===== src/rtl/drec_sdram_port.sv =====
// drec_sdram_port: SDRAM-side responder for the recorder controller.
// Queues single-cycle write/read strobes in order, issues them one at a time on a
// valid/ready memory port, and returns read data as a one-cycle rdy pulse.
// Optional build macro: DREC_SDRAM_PORT_ACKCHK_EN -- a missing ack in ACK sets err.
module drec_sdram_port #(
    parameter int unsigned ADDR_W     = 24,
    parameter int unsigned DATA_W     = 16,
    parameter int unsigned FIFO_DEPTH = 4,
    parameter int unsigned RD_TIMEOUT = 64
) (
    input  logic              clk,
    input  logic              rst_n,
    input  logic [DATA_W-1:0] sdram_wr_data,
    input  logic [ADDR_W-1:0] sdram_wr_addr,
    input  logic              sdram_wr_enable,
    input  logic [ADDR_W-1:0] sdram_rd_addr,
    input  logic              sdram_rd_enable,
    output logic [DATA_W-1:0] sdram_rd_data,
    output logic              sdram_rd_data_rdy,
    input  logic              sdram_rd_data_ack,
    output logic              mem_req,
    output logic              mem_we,
    output logic [ADDR_W-1:0] mem_addr,
    output logic [DATA_W-1:0] mem_wdata,
    input  logic              mem_gnt,
    input  logic              mem_rvalid,
    input  logic [DATA_W-1:0] mem_rdata,
    output logic              ovf,
    output logic              err
);

    localparam int unsigned LW = $clog2(FIFO_DEPTH);
    localparam int unsigned PW = LW + 1;
    localparam int unsigned FW = PW + 1;
    localparam int unsigned EW = 1 + ADDR_W + DATA_W;
    localparam int unsigned TW = $clog2(RD_TIMEOUT);

    typedef enum logic [2:0] {
        S_IDLE    = 3'd0,
        S_REQ     = 3'd1,
        S_RD_WAIT = 3'd2,
        S_RESP    = 3'd3,
        S_ACK     = 3'd4
    } state_t;

    state_t state_q, state_d;

    logic [EW-1:0]     fifo_q [FIFO_DEPTH];
    logic [EW-1:0]     fifo_d [FIFO_DEPTH];
    logic [PW-1:0]     wptr_q, wptr_d, rptr_q, rptr_d;
    logic              ovf_q, ovf_d;
    logic              err_q, err_d;
    logic              mem_req_q, mem_req_d;
    logic              mem_we_q, mem_we_d;
    logic [ADDR_W-1:0] mem_addr_q, mem_addr_d;
    logic [DATA_W-1:0] mem_wdata_q, mem_wdata_d;
    logic [DATA_W-1:0] rd_data_q, rd_data_d;
    logic              rdy_q, rdy_d;
    logic [TW-1:0]     timer_q, timer_d;

    logic              empty_c, pop_c, wr_ok_c, rd_ok_c;
    logic [PW-1:0]     count_c, rd_slot_c;
    logic [FW-1:0]     free_c;
    logic [EW-1:0]     head_c;
    logic              timeout_c, ack_miss_c;

    // Queue occupancy; a pop in the same cycle frees its slot for a push
    always_comb begin
        empty_c   = (wptr_q == rptr_q);
        count_c   = PW'(wptr_q - rptr_q);
        pop_c     = (state_q == S_IDLE) && !empty_c;
        free_c    = FW'(FIFO_DEPTH) - FW'(count_c) + FW'(pop_c);
        head_c    = fifo_q[rptr_q[LW-1:0]];
        timeout_c = (timer_q == TW'(RD_TIMEOUT - 1));
    end

`ifdef DREC_SDRAM_PORT_ACKCHK_EN
    assign ack_miss_c = !sdram_rd_data_ack;
`else
    logic unused_ack;
    assign unused_ack = sdram_rd_data_ack;
    assign ack_miss_c = 1'b0;
`endif

    // Enqueue: write first, then read; drops set sticky ovf, entries never overwritten
    always_comb begin
        fifo_d    = fifo_q;
        wptr_d    = wptr_q;
        rptr_d    = rptr_q;
        ovf_d     = ovf_q;
        wr_ok_c   = 1'b0;
        rd_ok_c   = 1'b0;
        rd_slot_c = wptr_q;
        if (pop_c) begin
            rptr_d = PW'(rptr_q + PW'(1));
        end
        if (sdram_wr_enable && (free_c >= FW'(1))) begin
            wr_ok_c = 1'b1;
            fifo_d[wptr_q[LW-1:0]] = {1'b1, sdram_wr_addr, sdram_wr_data};
        end
        if (sdram_rd_enable) begin
            rd_ok_c = sdram_wr_enable ? (free_c >= FW'(2)) : (free_c >= FW'(1));
        end
        rd_slot_c = PW'(wptr_q + PW'(wr_ok_c));
        if (rd_ok_c) begin
            fifo_d[rd_slot_c[LW-1:0]] = {1'b0, sdram_rd_addr, DATA_W'(0)};
        end
        wptr_d = PW'(wptr_q + PW'(wr_ok_c) + PW'(rd_ok_c));
        if ((sdram_wr_enable && !wr_ok_c) || (sdram_rd_enable && !rd_ok_c)) begin
            ovf_d = 1'b1;
        end
    end

    // FSM state register
    always_ff @(posedge clk or negedge rst_n) begin
        if (!rst_n) begin
            state_q <= S_IDLE;
        end else begin
            state_q <= state_d;
        end
    end

    // FSM next-state: one op in flight, strictly in order
    always_comb begin
        state_d = state_q;
        case (state_q)
            S_IDLE:    if (!empty_c) state_d = S_REQ;
            S_REQ:     if (mem_gnt) state_d = mem_we_q ? S_IDLE : S_RD_WAIT;
            S_RD_WAIT: if (mem_rvalid || timeout_c) state_d = S_RESP;
            S_RESP:    state_d = S_ACK;
            S_ACK:     state_d = S_IDLE;
            default:   state_d = S_IDLE;
        endcase
    end

    // FSM outputs: next values of the registered memory-port and response signals
    always_comb begin
        mem_req_d   = mem_req_q;
        mem_we_d    = mem_we_q;
        mem_addr_d  = mem_addr_q;
        mem_wdata_d = mem_wdata_q;
        rd_data_d   = rd_data_q;
        rdy_d       = 1'b0;
        timer_d     = timer_q;
        err_d       = err_q;
        case (state_q)
            S_IDLE: begin
                if (!empty_c) begin
                    mem_req_d   = 1'b1;
                    mem_we_d    = head_c[EW-1];
                    mem_addr_d  = head_c[EW-2:DATA_W];
                    mem_wdata_d = head_c[DATA_W-1:0];
                end
            end
            S_REQ: begin
                if (mem_gnt) begin
                    mem_req_d = 1'b0;
                    timer_d   = '0;
                end
            end
            S_RD_WAIT: begin
                if (mem_rvalid) begin
                    rd_data_d = mem_rdata;
                    rdy_d     = 1'b1;
                end else if (timeout_c) begin
                    rd_data_d = '0;
                    rdy_d     = 1'b1;
                    err_d     = 1'b1;
                end else begin
                    timer_d = TW'(timer_q + TW'(1));
                end
            end
            S_ACK: begin
                if (ack_miss_c) err_d = 1'b1;
            end
            default: ;
        endcase
    end

    // Datapath and queue registers
    always_ff @(posedge clk or negedge rst_n) begin
        if (!rst_n) begin
            for (int unsigned i = 0; i < FIFO_DEPTH; i++) fifo_q[i] <= '0;
            wptr_q      <= '0;
            rptr_q      <= '0;
            ovf_q       <= 1'b0;
            err_q       <= 1'b0;
            mem_req_q   <= 1'b0;
            mem_we_q    <= 1'b0;
            mem_addr_q  <= '0;
            mem_wdata_q <= '0;
            rd_data_q   <= '0;
            rdy_q       <= 1'b0;
            timer_q     <= '0;
        end else begin
            fifo_q      <= fifo_d;
            wptr_q      <= wptr_d;
            rptr_q      <= rptr_d;
            ovf_q       <= ovf_d;
            err_q       <= err_d;
            mem_req_q   <= mem_req_d;
            mem_we_q    <= mem_we_d;
            mem_addr_q  <= mem_addr_d;
            mem_wdata_q <= mem_wdata_d;
            rd_data_q   <= rd_data_d;
            rdy_q       <= rdy_d;
            timer_q     <= timer_d;
        end
    end

    assign sdram_rd_data     = rd_data_q;
    assign sdram_rd_data_rdy = rdy_q;
    assign mem_req           = mem_req_q;
    assign mem_we            = mem_we_q;
    assign mem_addr          = mem_addr_q;
    assign mem_wdata         = mem_wdata_q;
    assign ovf               = ovf_q;
    assign err               = err_q;

endmodule


===== config.mk =====
export PLATFORM = sky130hd
export DESIGN_NAME = drec_sdram_port
export DESIGN_NICKNAME = d
export VERILOG_FILES = /design/src/rtl/drec_sdram_port.sv
export SDC_FILE = /design/constraint.sdc
export NUM_CORES = 1
export LEC_CHECK = 0
export ABC_AREA = 1
export CAP_MARGIN = 20
export CORE_MARGIN = 10
export CORE_UTILIZATION = 38
export DETAILED_ROUTE_END_ITERATION = 16
export PLACE_DENSITY = 0.58
export SYNTH_ARGS = -nofsm -noshare
export SYNTH_HDL_FRONTEND = slang
export SYNTH_SLANG_ARGS = --single-unit
export TNS_END_PERCENT = 10

===== constraint.sdc =====
create_clock -name clk -period 5.3 [get_ports clk]
set_clock_uncertainty 0.05 [all_clocks]
set_input_delay 0.53 -clock clk [delete_from_list [all_inputs] [get_ports clk]]
set_output_delay 0.53 -clock clk [all_outputs]
set_load 0.005 [all_outputs]

* Word level (Yosys, flattened, before mapping) *
Index checks and enable logic that the tools add are counted.

cells by class
  add/sub/neg operators = 7
  magnitude comparators = 7
  equal/unequal tests = 10
  muxes and demuxes = 31
  bitwise operators = 5
  reductions and logical operators = 21

operators with widths
  kind                   count
  $bwmux W164            2
  $mux W164              2
  $demux W41 S2          2
  $mux W41               4
  $bmux W41 S2           1
  $mux W16               2
  $mux W6                3
  $pmux W3 S4            1
  $pmux W6 S2            1
  $ne A2 B2 Y1 const B   5
  $ge A3 B3 Y1 const B   3
  $mux W3                3
  $not A2 Y3             3
  $reduce_and A3 Y1      3
  $mux W1                8
  $add A3 B1 Y3          2
  $add A6 B1 Y6 const B  1
  $eq A3 B2 Y1 const B   2
  $eq A6 B6 Y1 const B   1
  $logic_and A1 B1 Y1    6
  $lt A3 B1 Y1 const B   2
  $reduce_bool A2 Y1     3
  $add A4 B1 Y4          1
  $ge A4 B1 Y1 const B   1
  14 further kinds       19

storage, ports and cells
  bits in registers = 240
  input bits = 87

* Longest topological paths before layout *
Gate-level depths: netlist of the first run.

  depth after elaboration = 15
  mapped depth = 22

* Worst setup path after synthesis of the first run *
OpenSTA, ideal clock, no wires.

  path kind = reg-to-reg
  from = register rptr_q[1]
  to = register fifo_q[154] (netlist bit)
  setup time = 0.067 ns
  data arrival time = 3.657 ns
  data required time = 5.183 ns
  slack = 1.526 ns
  cell stages (with the launch flop) = 23
  buffers on the path = 5
  cell sequence = dfrtp_1 -> clkbuf_1 -> clkinv_1 -> clkbuf_1 -> ha_1 -> nand3_1 -> nand2_1 -> ha_1 -> inv_1 -> ha_1 -> inv_1 -> nor2_1 -> nand2_1 -> nand2_2 -> a21oi_1 -> ha_1 -> ha_1 -> clkbuf_1 -> inv_1 -> clkbuf_1 -> clkbuf_1 -> nand4_1 -> nand2_1

RTL lines
  what                      line  RTL
  start: declaration        50    logic [PW-1:0] wptr_q, wptr_d, rptr_q, rptr_d;
  start signal: assignment  198   rptr_q <= rptr_d;
  end signal: assignment    196   fifo_q <= fifo_d;
  end: declaration          48    logic [EW-1:0] fifo_q [FIFO_DEPTH];

==> impl_metrics.toml, run 1 <==
[status]
status = "finished, final reports clean"

[detailed_routing]
vias = 11940
drt-total-wl_um = 40960
drt_iter0_markers = 1014
antenna_left = 0
wl_per_cell_um = 18.03
via_per_inst = 5.256
drt-pass1-iter-count = 5
drc = 0

[power_and_ir_drop]
net-switching-power_w = 0.005802
power_density_nw_per_um2 = 771.3
internal_power_w = 0.006213
power_frac_clock_pct = 16.7
p_seq_share_pct = 26.7
swShare_pct = 48.29
comb_power_share_pct = 56.7
ir_drop_mv = 0.9566
p_leak_nw = 7.867
p_total_w = 0.01202

[final_layout]
area_growth_pct = 19.88
drive_above_1_share_pct = 5.921
mostFrequentLayoutCell = "nand2_1"
layout.nets = 1899
fin_area_um2 = 15580
n_antenna_cell = 0
most-common-layout-cells = "nand2_1 (390), dfrtp_1 (238), inv_1 (209), nand4_1 (197), nor2_1 (179)"

[job]
maxCapViolCount = 0

[place]
place_worst_setup_slack_ns = 1.071
place_area_um2 = 14600
gp_congestion = 0.7823
hpwl_um = 23220
port_buffers = 146

[global_routing]
top_usage_layer = "met2"
grt_use_met3_pct = 3.096
grt_use_total_pct = 19.19
gr-total-overflow = 0
grt_pass1_wl_um = 65320
grt_pass1_vias = 11570
grt_max_degree = 129
antenna_found_initial = 0
grt_use_met1_pct = 26.48
grtUsageMet2_pct = 30.89

[sta]
fin_hold_ws_ns = 0.01405
period_share_pct = 80.57
final.min_clock_period_ns = 4.270
slew_headroom_pct = 23.57
timing.setup.tns_ns = 0
finalSetupViolations = 0
slew_viol_final = 0
worst_slack_ns = 1.030
fmax_ghz = 0.2342
rsz0062_at_grt = "no"
tightestPinTransition_ns = 1.144
hold_viol = 0

[synth]
yosys.area_share.adder_pct = 1.021
ys_warn_count = 0
ys_seq_area_share_pct = 46.22
synth-main-ff-cell = "dfrtp_1"
synthXorXnorAreaFrac_pct = 0.5392
yosys_register_bits = 240
ys_types = 30
synthCells = 1737
synth_nets = 1834
async_reset_ff_share_pct = 100.0
synth_edf_count = 0
yosys.area_share.simple_pct = 31.29
synth_top_family_by_area = "simple AND/OR/NAND/NOR gates"
syn_avg_cell_area_um2 = 7.481
syn_area_um2 = 12990
synth_compound_area_share_pct = 9.137
muxShareOfSynthArea_pct = 0

[setup_path]
r2r-start = "rptr_q[1]"
path_buf_inv = 5
crit_fanout = 49
cp_top_family = "buffers and inverters"
start_kind = "register"
cp-end-kind = "register"
r2r_cells = 16
path_cells = "buf_4 -> fa_1 -> ha_1 -> inv_1 -> nor2_1 -> nand2_1 -> nand2_2 -> a21oi_1 -> ha_2 -> ha_2 -> inv_2 -> buf_4 -> nand4_1 -> buf_4 -> nand3_1 -> nand2_1"
crit_type = "reg2reg"
worstReg2RegEnd = "fifo_q[99]"
reg2reg_slack_ns = 1.03
cp_common_cell = "buf_4"
crit_slowest_cell = "fa_1"
critPathMaxStageDelay_ns = 0.55
required_ns = 5.68
arrival_ns = 4.65

[cts]
clk_path_buf_depth = 3
cts_root_buffer = "clkbuf_16"
clk_pin_slew_ns = 0.06
numCtsBuffers = 28
cts-resized-gates = 0
insertion_delay_ns = 0.54
cts_tree = "built"
cts.sinks = 240
cts_hold_buf = 0
cts-htree-levels = 1
cts_setup_buffers = 0

[hold_path]
hold_class = "in2async"

[die]
dieHeight_um = 204.9
start_util_pct = 38.66
dieArea_um2 = 41990
die-width_um = 204.9
num_rows = 67
io_pins = 148
core_um2 = 33620
worst max-delay path by stage:
stage / startpoint / slack [ns] / end / cells past startpoint
3_3_place_gp: rptr_q[1] / 1.08 / fifo_q[88] / 13
5_1_grt: wptr_q[0] / 0.73 / fifo_q[91] / 20
2_1_floorplan: rptr_q[1] / 1.53 / fifo_q[154] / 22
6_report: rptr_q[1] / 1.03 / fifo_q[99] / 16
4_1_cts: rptr_q[1] / 1.05 / fifo_q[86] / 13
3_5_place_dp: rptr_q[1] / 1.07 / fifo_q[86] / 13
cells by family after synthesis:
| logic type | Yosys count |
|---|---|
| AND/OR/NAND/NOR | 899 |
| buffers and inverters | 359 |
| flip-flops | 240 |
| AO/OA/AOI/OAI | 221 |
| adder cells (fa/ha/maj) | 10 |
| XOR/XNOR | 8 |
layout make-up:
cell class	count	area, um2
Clock inverter	10	106.4
Tap cell	448	560.5
Sequential cell	240	6008
Timing Repair Buffer	177	1747
Multi-Input combinational cell	1138	5487
Inverter	217	815.8
Fill cell	3382	18040
Clock buffer	42	854.6
registers in the layout (all words and copies together) (netlist names), 3 cells and up:
name and flops:
mem_addr 24, fifo_q 164, wptr_q 3, mem_wdata 16
rptr_q 3, state_q 3, timer_q 6, sdram_rd_data 16
routing by layer:
metal,vias to the layer above,part of all wire [%]
met5,-,0
met4,0,2.0
met3,64,6.7
met2,405,46
met1,5631,45
li1,5842,-
metrics by stage:
| stage | util, % | cells |
|---|---|---|
| floorplan | - | 1737 |
| global placement | 43.43 | 2219 |
| detailed placement | 43.43 | 2219 |
| CTS | 46.28 | 2271 |
| global route | 46.34 | 2272 |
| finish | 46.34 | 2272 |
power by group through the flow:
stage	Combinational (W)	Sequential [W]	Clock, W
finish	0.00681	0.00321	0.00200
floorplan	0.00479	0.00317	0
global route	0.00771	0.00332	0.00212
global placement	0.00666	0.00322	0
CTS	0.00682	0.00321	0.00204
detailed placement	0.00677	0.00324	0
synthesized netlist by cell type (3+ instances only):
cell / instances / area share, %
a21oi_1: 86 / 3.3
nand3_1: 118 / 4.5
inv_1: 213 / 6.2
a31oi_1: 41 / 2.0
nand2_1: 390 / 11
nor2_1: 182 / 5.3
clkbuf_1: 81 / 2.3
o21ai_0: 87 / 3.4
buf_6: 17 / 1.5
dfrtp_1: 240 / 46
nand3_2: 6 / 0.46
nand2_2: 3 / 0.14
xor2_1: 6 / 0.40
buf_2: 40 / 1.5
nand4_1: 197 / 9.5
ha_1: 9 / 0.87
Power figures use the tool's default switching activity.
==> run 2: changes to the inputs <==
- PLACE_DENSITY: 0.58 -> 0.6
- clock period: 5.3 -> 3.9 ns (I/O delays scaled with it)
==> impl_metrics.toml, run 2 (same netlist as run 1, synthesis figures left out) <==
[global_routing]
grtUsageMet2_pct = 30.20
grt_use_total_pct = 18.67
grt_pass1_wl_um = 63870
grt_use_met3_pct = 2.970
antenna_found_initial = 1
top_usage_layer = "met2"
grt_use_met1_pct = 25.51
gr-total-overflow = 0
grt_pass1_vias = 11350
grt_max_degree = 87

[setup_path]
required_ns = 4.34
reg2reg_slack_ns = 0.31
start_kind = "register"
r2r_cells = 16
worstReg2RegEnd = "fifo_q[85]"
cp-end-kind = "register"
crit_type = "reg2reg"
crit_fanout = 22
arrival_ns = 4.03
r2r-start = "wptr_q[0]"

[detailed_routing]
antenna_left = 0
via_per_inst = 5.273
vias = 12050
drt-total-wl_um = 40200
drt_iter0_markers = 1019
wl_per_cell_um = 17.58
drc = 0
drt-pass1-iter-count = 5

[final_layout]
area_growth_pct = 20.87
ff_latch_area_um2 = 6008
most-common-layout-cells = "nand2_1 (390), dfrtp_1 (238), inv_1 (209), nand4_1 (197), nor2_1 (179)"
nFillCells = 3296
multiInputGateArea_um2 = 5479
regMostFlops = "fifo_q"
n_antenna_cell = 0
layout.nets = 1914
drive_above_1_share_pct = 6.638
largest_register_ff_count = 164
mostFrequentLayoutCell = "nand2_1"

[place]
place_worst_setup_slack_ns = 0.2857
hpwl_um = 24430
port_buffers = 146
gp_congestion = 0.7973

[die]
dieHeight_um = 204.9
die-width_um = 204.9
start_util_pct = 38.66
dieArea_um2 = 41990
num_rows = 67
io_pins = 148
core_um2 = 33620

[cts]
numCtsBuffers = 29
cts_root_buffer = "clkbuf_16"
cts_tree = "built"
insertion_delay_ns = 0.56
cts-resized-gates = 0
cts.sinks = 240
clk_pin_slew_ns = 0.06
cts-htree-levels = 1
cts_setup_buffers = 0
clk_path_buf_depth = 3

[sta]
final.min_clock_period_ns = 3.592
slew_headroom_pct = 32.85
tightestPinTransition_ns = 1.007
fin_hold_ws_ns = 0.2290
worst_slack_ns = 0.3080
hold_viol = 0
fmax_ghz = 0.2784
rsz0062_at_grt = "no"
timing.setup.tns_ns = 0
slew_viol_final = 0
finalSetupViolations = 0
period_share_pct = 92.10

[hold_path]
whs_path_depth = 4
hold_class = "in2reg"
min-delay-start = "sdram_wr_enable"
holdPathEnd = "fifo_q[60]"

[status]
status = "finished, final reports clean"

[power_and_ir_drop]
ir_drop_mv = 0.8328
power_density_nw_per_um2 = 1044
p_leak_nw = 7.942
p_total_w = 0.01639

[job]
maxCapViolCount = 0
-- run 2: metal layers --
metal	vias up	wire, um	share of wire [%]
met2	384	18520	46
met3	65	2849	7.1
li1	5873	-	-
met1	5729	17970	45
met4	2	836	2.1
met5	-	18	0.045
-- run 2: power breakdown --
part           leakage, nW  switching (W)  internal [W]
Sequential            2.83       0.000524       0.00384
Clock                0.486        0.00110       0.00165
Combinational         4.63        0.00622       0.00306
Total                 7.94        0.00784       0.00855
-- run 2: critical path, stage by stage, from the launching register on --
cell and delay (ns):
dfrtp_1 0.45, inv_1 0.11, ha_1 0.34, nand3_1 0.09, nand2_1 0.07, ha_1 0.21, inv_1 0.07, ha_1 0.25
nor2_1 0.23, a21oi_1 0.12, ha_2 0.18, ha_2 0.59, inv_2 0.10, nand4_1 0.14, buf_4 0.32, nand2_1 0.09
nor2_1 0.10
-- run 2: layout make-up --
cell class	instances	area share, %
Clock inverter	11	0.8045
Inverter	217	5.194
Timing Repair Buffer	191	11.88
Tap cell	448	3.569
Clock buffer	41	5.417
Sequential cell	240	38.25
Multi-Input combinational cell	1138	34.88
-- run 2: timing repair --
action / in CTS / in global routing
hold buffers: 1 / 0
endpoints found under the setup margin: 0 / 0
endpoints found under the hold margin: 76 / 0
-- run 2: worst max-delay path by stage --
stage | start | end | slack [ns]
finish | wptr_q[0] | fifo_q[85] | 0.31
global route | wptr_q[0] | fifo_q[115] | 0.002
CTS | wptr_q[0] | fifo_q[85] | 0.27
detailed placement | wptr_q[0] | fifo_q[85] | 0.29
global placement | wptr_q[0] | fifo_q[23] | 0.38
floorplan | rptr_q[1] | fifo_q[154] | 0.13
-- run 2: metrics by stage --
step	util, %	std cells	cell area (um2)
after floorplan	-	1737	13000
after global placement	43.79	2233	14720
after detailed placement	43.79	2233	14720
after CTS	46.73	2286	15710
after global routing	46.73	2286	15710
final	46.73	2286	15710
==> run 3: changes to the inputs <==
- MAX_ROUTING_LAYER: default -> met4
==> impl_metrics.toml, run 3 (same netlist as run 1, synthesis figures left out) <==
[status]
status = "finished, final reports clean"

[detailed_routing]
drc = 0
antenna_left = 0
drt-total-wl_um = 40330
vias = 12050
wl_per_cell_um = 17.63
via_per_inst = 5.270
drt-pass1-iter-count = 5
drt_iter0_markers = 1020

[cts]
insertion_delay_ns = 0.56
cts_tree = "built"
cts_setup_buffers = 0
cts_root_buffer = "clkbuf_16"
clk_pin_slew_ns = 0.06
cts-htree-levels = 1
cts.sinks = 240
numCtsBuffers = 29
clk_path_buf_depth = 3

[power_and_ir_drop]
power_density_nw_per_um2 = 1045
ir_drop_mv = 0.8436
p_leak_nw = 7.944

[final_layout]
instances_no_fill = 2287
regMostFlops = "fifo_q"
drive_above_1_share_pct = 6.638
layout.nets = 1914
mostFrequentLayoutCell = "nand2_1"
utilization_pct = 46.76
largest_register_ff_count = 164
area_growth_pct = 20.97
fin_area_um2 = 15720
most-common-layout-cells = "nand2_1 (390), dfrtp_1 (238), inv_1 (209), nand4_1 (197), nor2_1 (179)"

[place]
gp_congestion = 0.8087
hpwl_um = 24430
port_buffers = 146
place_worst_setup_slack_ns = 0.2857
place_inst = 2233
place_area_um2 = 14720

[sta]
slew_viol_final = 0
slew_headroom_pct = 32.71
timing.setup.tns_ns = 0
final.min_clock_period_ns = 3.435
hold_viol = 0
finalSetupViolations = 0
rsz0062_at_grt = "no"
fmax_ghz = 0.2911
period_share_pct = 88.08
tightestPinTransition_ns = 1.009
worst_slack_ns = 0.4650

[hold_path]
hold_class = "in2reg"
whs_path_depth = 4

[setup_path]
crit_type = "reg2reg"
crit_fanout = 38
required_ns = 4.35
cp-end-kind = "register"
path_cells = "inv_1 -> ha_1 -> nand3_1 -> nand2_1 -> ha_1 -> inv_1 -> ha_1 -> nor2_1 -> a21oi_1 -> ha_2 -> buf_4 -> nand4_1 -> nand2_1"
r2r_cells = 13
crit_slowest_cell = "ha_2"
critPathMaxStageDelay_ns = 0.54
arrival_ns = 3.88
cp_common_cell = "ha_1"
start_kind = "register"

[global_routing]
antenna_found_initial = 1
grt_pass1_vias = 11350
grt_use_total_pct = 19.22
grt_pass1_wl_um = 63910
grt_max_degree = 87
gr-total-overflow = 0

[die]
io_pins = 148
dieArea_um2 = 41990
die-width_um = 204.9
start_util_pct = 38.66
dieHeight_um = 204.9
core_um2 = 33620
num_rows = 67

[job]
maxCapViolCount = 0
[run 3: what timing repair did]
item                       CTS  global route
hold endpoints to repair    76             0
setup endpoints to repair    0             1
gates resized for setup      0             1
hold buffers                 1             0
[run 3: power breakdown]
| group | total (W) | leakage, nW | internal, W | switching (W) |
|---|---|---|---|---|
| clock network | 0.00275 | 0.486 | 0.00165 | 0.00110 |
| logic | 0.00932 | 4.63 | 0.00308 | 0.00623 |
| registers | 0.00436 | 2.83 | 0.00384 | 0.000528 |
| total | 0.0164 | 7.94 | 0.00857 | 0.00786 |
[run 3: path summary, 6_finish.rpt]
path	from	to	slack (ns)
worst max-delay path	wptr_q[0]	fifo_q[109]	0.47
max in group asynchronous	rst_n	fifo_q[109]	2.53
worst min-delay path	sdram_wr_enable	fifo_q[60]	0.23
worst min register to register	state_q[2]	state_q[2]	0.41
min in group asynchronous	rst_n	sdram_rd_data[10]	0.37
worst max register to register	wptr_q[0]	fifo_q[109]	0.47
[run 3: worst max-delay path, delay by kind of cell (launching register included)]
family,cells,cell delay [ns]
flip-flops,1,0.46
adder cells (fa/ha/maj),4,1.35
AO/OA/AOI/OAI,1,0.12
AND/OR/NAND/NOR,5,0.67
buffers and inverters,3,0.70
[run 3: final cells by class]
type,instances,area [um2]
clock buffer,41,850.8
fill,3294,17900
timing repair buffer,191,1867
sequential,240,6008
inverter,217,815.8
tap,448,560.5
clock inverter,11,126.4
multi-input combinational,1138,5489
antenna,1,2.502
[run 3: layer usage]
metal,wire (um),up-vias,GRT usage [%]
li1,-,5872,-
met1,18010,5686,25.83
met2,18650,437,30.18
met3,2885,58,2.496
met4,788,0,4.726
met5,0,-,-
[run 3: per-stage QoR]
stage,power (W),hold WS (ns)
floorplan,0.01082,0.04441
CTS,0.01648,0.2026
detailed placement,0.01367,0.3738
global placement,0.01348,0.3751
global route,0.01790,0.2365
finish,0.01643,0.2271
